[src/rtl/shift_pkg.sv]
// Shared types and constants for the shift request queue.
package shift_pkg;

    localparam int WIDTH_DEF = 8;
    localparam int SHW_DEF   = 3;

    localparam logic DIR_LEFT  = 1'b1;
    localparam logic DIR_RIGHT = 1'b0;

    // One queued shift request. Field widths follow the default WIDTH/SHW.
    typedef struct packed {
        logic                 lr_en;
        logic                 al_en;
        logic [SHW_DEF-1:0]   shamt;
        logic [WIDTH_DEF-1:0] din;
    } shift_req_t;

endpackage

[src/rtl/shift_req_queue_if.sv]
// Request and result handshake bundle for shift_req_queue.
interface shift_req_queue_if #(
    parameter int WIDTH = 8,
    parameter int SHW   = 3,
    parameter int DEPTH = 4
);
    logic                         in_valid;
    logic                         in_ready;
    logic                         in_lr_en;
    logic                         in_al_en;
    logic [SHW-1:0]               in_shamt;
    logic [WIDTH-1:0]             in_din;
    logic                         out_valid;
    logic                         out_ready;
    logic [WIDTH-1:0]             out_dout;
    logic                         out_zero;
    logic [$clog2(DEPTH+1)-1:0]   count;

    // Producer/consumer side.
    modport master (
        output in_valid, in_lr_en, in_al_en, in_shamt, in_din, out_ready,
        input  in_ready, out_valid, out_dout, out_zero, count
    );

    // Queue side.
    modport slave (
        input  in_valid, in_lr_en, in_al_en, in_shamt, in_din, out_ready,
        output in_ready, out_valid, out_dout, out_zero, count
    );
endinterface

[src/rtl/barrel_shifter.sv]
// Combinational barrel shifter: left, logical right, arithmetic right.
module barrel_shifter
    import shift_pkg::*;
#(
    parameter int WIDTH = WIDTH_DEF,
    parameter int SHW   = SHW_DEF
) (
    input  logic             lr_en,
    input  logic             al_en,
    input  logic [SHW-1:0]   shamt,
    input  logic [WIDTH-1:0] din,
    output logic [WIDTH-1:0] dout
);
    logic             fill;
    logic [WIDTH-1:0] stage;

    // Sign fill comes from the original operand MSB, never from an intermediate stage.
    assign fill = al_en && (lr_en == DIR_RIGHT) && din[WIDTH-1];

    // log2(WIDTH) mux stages, stage s shifts by 2**s when shamt[s] is set.
    always_comb begin
        stage = din;
        for (int s = 0; s < SHW; s++) begin
            if (shamt[s]) begin
                if (lr_en == DIR_LEFT) begin
                    stage = stage << (1 << s);
                end else begin
                    stage = (stage >> (1 << s)) |
                            (fill ? ~({WIDTH{1'b1}} >> (1 << s)) : '0);
                end
            end
        end
    end

    assign dout = stage;

endmodule

[src/rtl/shift_req_queue.sv]
// Request FIFO feeding a barrel shifter, with a registered output stage.
module shift_req_queue
    import shift_pkg::*;
#(
    parameter int WIDTH = WIDTH_DEF,
    parameter int SHW   = SHW_DEF,
    parameter int DEPTH = 4
) (
    input logic              clk,
    input logic              rst,
    shift_req_queue_if.slave bus
);
    localparam int PW = $clog2(DEPTH);
    localparam int CW = $clog2(DEPTH + 1);

    shift_req_t       mem [DEPTH];
    logic [PW-1:0]    wr_ptr;
    logic [PW-1:0]    rd_ptr;
    logic [CW-1:0]    count_q;
    logic             out_valid_q;
    logic [WIDTH-1:0] out_dout_q;
    logic             out_zero_q;

    logic             full;
    logic             empty;
    logic             push;
    logic             pop;
    shift_req_t       req;
    shift_req_t       head;
    logic [WIDTH-1:0] shifted;

    assign full  = (count_q == CW'(DEPTH));
    assign empty = (count_q == '0);
    // in_ready looks only at full, so a same-cycle pop never frees a slot early.
    assign push  = bus.in_valid && !full;
    assign pop   = !empty && (!out_valid_q || bus.out_ready);

    assign req  = '{lr_en: bus.in_lr_en, al_en: bus.in_al_en,
                    shamt: bus.in_shamt, din: bus.in_din};
    assign head = mem[rd_ptr];

    barrel_shifter #(
        .WIDTH (WIDTH),
        .SHW   (SHW)
    ) u_shifter (
        .lr_en (head.lr_en),
        .al_en (head.al_en),
        .shamt (head.shamt),
        .din   (head.din),
        .dout  (shifted)
    );

    // Request storage; contents are don't-care until the pointers cover them.
    always_ff @(posedge clk) begin
        if (push) begin
            mem[wr_ptr] <= req;
        end
    end

    // Pointers wrap naturally because DEPTH is a power of two.
    always_ff @(posedge clk) begin
        if (rst) begin
            wr_ptr  <= '0;
            rd_ptr  <= '0;
            count_q <= '0;
        end else begin
            if (push) wr_ptr <= wr_ptr + PW'(1);
            if (pop)  rd_ptr <= rd_ptr + PW'(1);
            if (push && !pop) begin
                count_q <= count_q + CW'(1);
            end else if (!push && pop) begin
                count_q <= count_q - CW'(1);
            end
        end
    end

    // Output register: load on pop, otherwise drop valid once consumed and hold data.
    always_ff @(posedge clk) begin
        if (rst) begin
            out_valid_q <= 1'b0;
            out_dout_q  <= '0;
            out_zero_q  <= 1'b0;
        end else if (pop) begin
            out_valid_q <= 1'b1;
            out_dout_q  <= shifted;
            out_zero_q  <= (shifted == '0);
        end else if (bus.out_ready) begin
            out_valid_q <= 1'b0;
        end
    end

    assign bus.in_ready  = !full;
    assign bus.out_valid = out_valid_q;
    assign bus.out_dout  = out_dout_q;
    assign bus.out_zero  = out_zero_q;
    assign bus.count     = count_q;

endmodule

[src/flat_wrapper.sv]
// flat-port wrapper written by rule: the top's interface ports become plain ports
module shift_req_queue_flat import shift_pkg::*;
#(
    parameter int WIDTH = WIDTH_DEF,
    parameter int SHW   = SHW_DEF,
    parameter int DEPTH = 4
)
  (clk, rst, bus_in_valid, bus_in_lr_en, bus_in_al_en, bus_in_shamt, bus_in_din, bus_out_ready, bus_in_ready, bus_out_valid, bus_out_dout, bus_out_zero, bus_count);
  shift_req_queue_if #(.WIDTH(WIDTH), .SHW(SHW), .DEPTH(DEPTH)) bus_i ();
  input logic clk;
  input logic rst;
  input wire logic [$bits(bus_i.in_valid)-1:0] bus_in_valid;
  input wire logic [$bits(bus_i.in_lr_en)-1:0] bus_in_lr_en;
  input wire logic [$bits(bus_i.in_al_en)-1:0] bus_in_al_en;
  input wire logic [$bits(bus_i.in_shamt)-1:0] bus_in_shamt;
  input wire logic [$bits(bus_i.in_din)-1:0] bus_in_din;
  input wire logic [$bits(bus_i.out_ready)-1:0] bus_out_ready;
  output wire logic [$bits(bus_i.in_ready)-1:0] bus_in_ready;
  output wire logic [$bits(bus_i.out_valid)-1:0] bus_out_valid;
  output wire logic [$bits(bus_i.out_dout)-1:0] bus_out_dout;
  output wire logic [$bits(bus_i.out_zero)-1:0] bus_out_zero;
  output wire logic [$bits(bus_i.count)-1:0] bus_count;
  assign bus_i.in_valid = bus_in_valid;
  assign bus_i.in_lr_en = bus_in_lr_en;
  assign bus_i.in_al_en = bus_in_al_en;
  assign bus_i.in_shamt = bus_in_shamt;
  assign bus_i.in_din = bus_in_din;
  assign bus_i.out_ready = bus_out_ready;
  assign bus_in_ready = bus_i.in_ready;
  assign bus_out_valid = bus_i.out_valid;
  assign bus_out_dout = bus_i.out_dout;
  assign bus_out_zero = bus_i.out_zero;
  assign bus_count = bus_i.count;
  shift_req_queue #(.WIDTH(WIDTH), .SHW(SHW), .DEPTH(DEPTH)) u_core (.clk(clk), .rst(rst), .bus(bus_i));
endmodule
[config.mk]
export PLATFORM = sky130hd
export DESIGN_NAME = shift_req_queue_flat
export DESIGN_NICKNAME = d
export VERILOG_FILES = /design/src/rtl/shift_pkg.sv /design/src/rtl/shift_req_queue_if.sv /design/src/rtl/barrel_shifter.sv /design/src/rtl/shift_req_queue.sv /design/src/flat_wrapper.sv
export SDC_FILE = /design/constraint.sdc
export NUM_CORES = 1
export LEC_CHECK = 0
export CAP_MARGIN = 10
export CORE_MARGIN = 2
export CORE_UTILIZATION = 43
export DETAILED_ROUTE_END_ITERATION = 10
export GPL_TIMING_DRIVEN = 0
export MAX_ROUTING_LAYER = met4
export PLACE_DENSITY = 0.59
export SLEW_MARGIN = 40
export SYNTH_ARGS = -nofsm -noshare
export SYNTH_HDL_FRONTEND = slang
export SYNTH_HIERARCHICAL = 1
export SYNTH_SLANG_ARGS = --single-unit
[constraint.sdc]
create_clock -name clk -period 5.1 [get_ports clk]
set_input_delay 1.275 -clock clk [delete_from_list [all_inputs] [get_ports clk]]
set_output_delay 1.275 -clock clk [all_outputs]
set_load 0.01 [all_outputs]
==> reports/metrics.yaml <==
run_status:
  status: "finished clean"
layout:
  drive_gt1_share_pct: 19.5
  fillers: 670
  nets: 315
  diodes: 0
  area_growth_pct: 19.2
detailed_routing:
  drc: 0
  dr.first_iter.drc_count: 144
  via_per_inst: 5.52
  wl_per_cell_um: 16.3
  wirelength_um: 6500
  drt-pass1-iter-count: 5
  num_vias: 2201
  ant_nets: 0
worst_setup_path:
  crit_fanout: 7
  slowest_delay_ps: 440
  criticalPathCategory: "in -> reg"
  worstPathCellList: "clkdlybuf4s50_1, a21boi_2, ha_1, inv_1, fa_1, xor2_1, or3_2, a21oi_1"
  critPathSlowestCell: "clkdlybuf4s50_1"
  cp-start-kind: "input pin"
  arrival_ps: 3400
  critPathTopFamily: "adder cells"
  endpoint_kind: "flop"
  path_buf_inv: 2
  worstPathRequired_ps: 5370
synth:
  syn_area_um2: 3370
  synth_top_family_by_area: "multiplexers"
  yosys_register_bits: 71
  synth_cell_types: 55
  netlist_instances: 251
  synthXorXnorAreaFrac_pct: 0.520
  yosys_warnings: 6
  avgSynthCellArea_um2: 13.4
  seq_area_frac_synth_pct: 57.6
  synth_fa_ha_area_share_pct: 2.45
  post_synth_and_or_nand_nor_area_fraction_pct: 12.6
  syn-num-nets: 274
  synthMuxAreaShare_pct: 12.8
  synth_compound_area_share_pct: 10.3
clocking:
  insertion_delay_ps: 340
  holdBufCountCts: 0
  cts_buffers: 9
  cts.sinks: 71
  h-tree-depth: 3
  cts_root_buf: "clkbuf_8"
  cts_tree: "yes"
  cts-resized-gates: 0
  cts_buffer_depth: 2
  post_cts_buffers: 0
  clkTransAtPathRegs_ps: 80
timing:
  period_needed_ps: 3130
  fin_worst_skew_ps: 5.66
  max_freq_ghz: 0.320
  tns_ps: 0
  rsz0062_at_grt: "false"
  drv_slew: 0
  hold_ws_ps: 477
  post-route-period-util_pct: 61.4
  setup_viol: 0
  slew_headroom_pct: 53.9
  hold_violations: 0
  worst-slew-pin-transition_ps: 692
global_route:
  grt_pass1_wl_um: 10500
  grt_pass1_vias: 2149
  grt_antenna_before_repair: 0
  overflow: 0
  grt_start_max_net_pins: 14
  track_usage_pct: 16.7
power:
  p_leak_uw: 0.00137
  ir_drop_v: 0.000246
  powerDensity_nw_per_um2: 572
floorplan:
  die_w_um: 92.5
  core_area_um2: 7650
  ioPinCount: 31
  die_height_um: 92.5
  rows: 32
  initial_core_util_pct: 44.1
  fp.dieArea_um2: 8560
placement:
  place_congestion: 0.920
  dpl.hpwl_um: 4510
  io_buffers: 30
flow_run:
  max-cap-violations: 0
worst_hold_path:
  hold_path.class: "reg -> reg"
-- power breakdown --
part / internal (uW) / switching [uW] / total [uW]
clock: 277 / 207 / 484
combinational: 482 / 562 / 1040
sequential: 718 / 53.1 / 771
total: 1480 / 822 / 2300
-- worst reg2reg max path: cells and delay by family, from the launching register on --
family / cells / cell delay, ps
multiplexers: 2 / 1020
AO/OA/AOI/OAI: 3 / 530
flip-flops: 1 / 490
AND/OR/NAND/NOR: 2 / 440
buffers and inverters: 2 / 410
-- final timing paths --
path,slack (ps),from,to,cells after the start
setup / recovery,1970,bus_in_valid,u_core/bus.count[2],8
hold / removal,480,u_core/bus.out_dout[4],u_core/bus.out_dout[4],2
setup reg to reg,2160,flop,u_core/bus.out_zero,9
hold reg to reg,480,u_core/bus.out_dout[4],u_core/bus.out_dout[4],2
-- cell usage in the layout (no fill, tap or decap), drive strengths merged, types with 5 or more instances in the layout --
cell type      instances
clkbuf                12
mux2i                  6
nand2b                10
inv                    9
edfxtp                52
nand3b                10
a21oi                 18
nor2                  17
mux4                  14
ha                     5
clkdlybuf4s50         30
buf                   11
dfxtp                 19
o21ai                 12
nand2                 11
-- cell families after synthesis --
logic type      Yosys count
simple gates             73
flops                    71
compound gates           53
mux                      24
buf+inv                  22
fa+ha+maj                 6
xor+xnor                  2
-- layer usage --
layer | up-vias | routed length [um] | global-route usage [%]
li1 | 1047 | - | -
met1 | 1070 | 2970 | 22.1
met2 | 77 | 3080 | 24.9
met3 | 7 | 382 | 3.34
met4 | 0 | 64 | 7.84
met5 | - | 0 | -
-- stage by stage --
| stage | setup slack [ps] | utilization, % | total power [uW] | cell area, um^2 | cells |
|---|---|---|---|---|---|
| detailed placement | 1610 | 49.7 | 1820 | 3800 | 383 |
| global placement | 1630 | 49.7 | 1820 | 3800 | 383 |
| finish | 1970 | 52.6 | 2300 | 4020 | 399 |
| global route | 1890 | 52.6 | 2450 | 4020 | 399 |
| CTS | 1970 | 52.6 | 2310 | 4020 | 399 |
| floorplan | 2210 | - | 1530 | 3370 | 251 |
-- flip-flops by register name, summed over array words and instances, names as in the netlist, named ones only --
register / flops
u_core/mem: 52
u_core/bus.out_dout: 8
u_core/bus.count: 3
u_core/rd_ptr: 2
u_core/wr_ptr: 2
u_core/bus.out_valid: 1
u_core/bus.out_zero: 1
-- layout make-up --
class / count / area (um^2) / area share [%]
repair buffers: 30 / 300 / 7.47
clock inverters: 7 / 96.3 / 2.40
clock buffers: 9 / 124 / 3.08
multi-input cells: 158 / 1300 / 32.4
flip-flops and latches: 71 / 1940 / 48.3
inverters: 8 / 30.0 / 0.747
plain buffers: 14 / 95.1 / 2.37
well taps: 102 / 128 / 3.18
-- cells in the mapped netlist (all sizes together) --
library cell   n  area (um^2)
nand3          4         20.0
dfxtp         19          380
nand2b        10         62.6
fa             1         20.0
nor4           2         12.5
a2111oi        2         17.5
a21oi         18         93.8
xor2           2         17.5
or4            2         15.0
o221ai         3         32.5
or2            1         6.26
o2bb2ai        1         8.76
a22oi          2         15.0
o211ai         3         22.5
a2bb2oi        1         8.76
nor3b          1         12.5
buf           11         82.6
edfxtp        52         1560
a31oi          4         25.0
o32ai          1         8.76
nand3b        10         75.1
and2           4         25.0
nand2         11         41.3
and3b          1         8.76
mux2i          6         60.1
mux4          14          315
nor3           2         15.0
ha             5         62.6
o21ai         12         60.1
inv            8         30.0
mux2           4         56.3
nor2b          4         32.5
clkbuf         3         12.5
or3            3         20.0
a311oi         1         8.76
and3           1         6.26
a31o           1         8.76
a21boi         2         18.8
o22ai          2         18.8
nor2          17         71.3
Note: power is estimated with default switching activity, not from simulation.
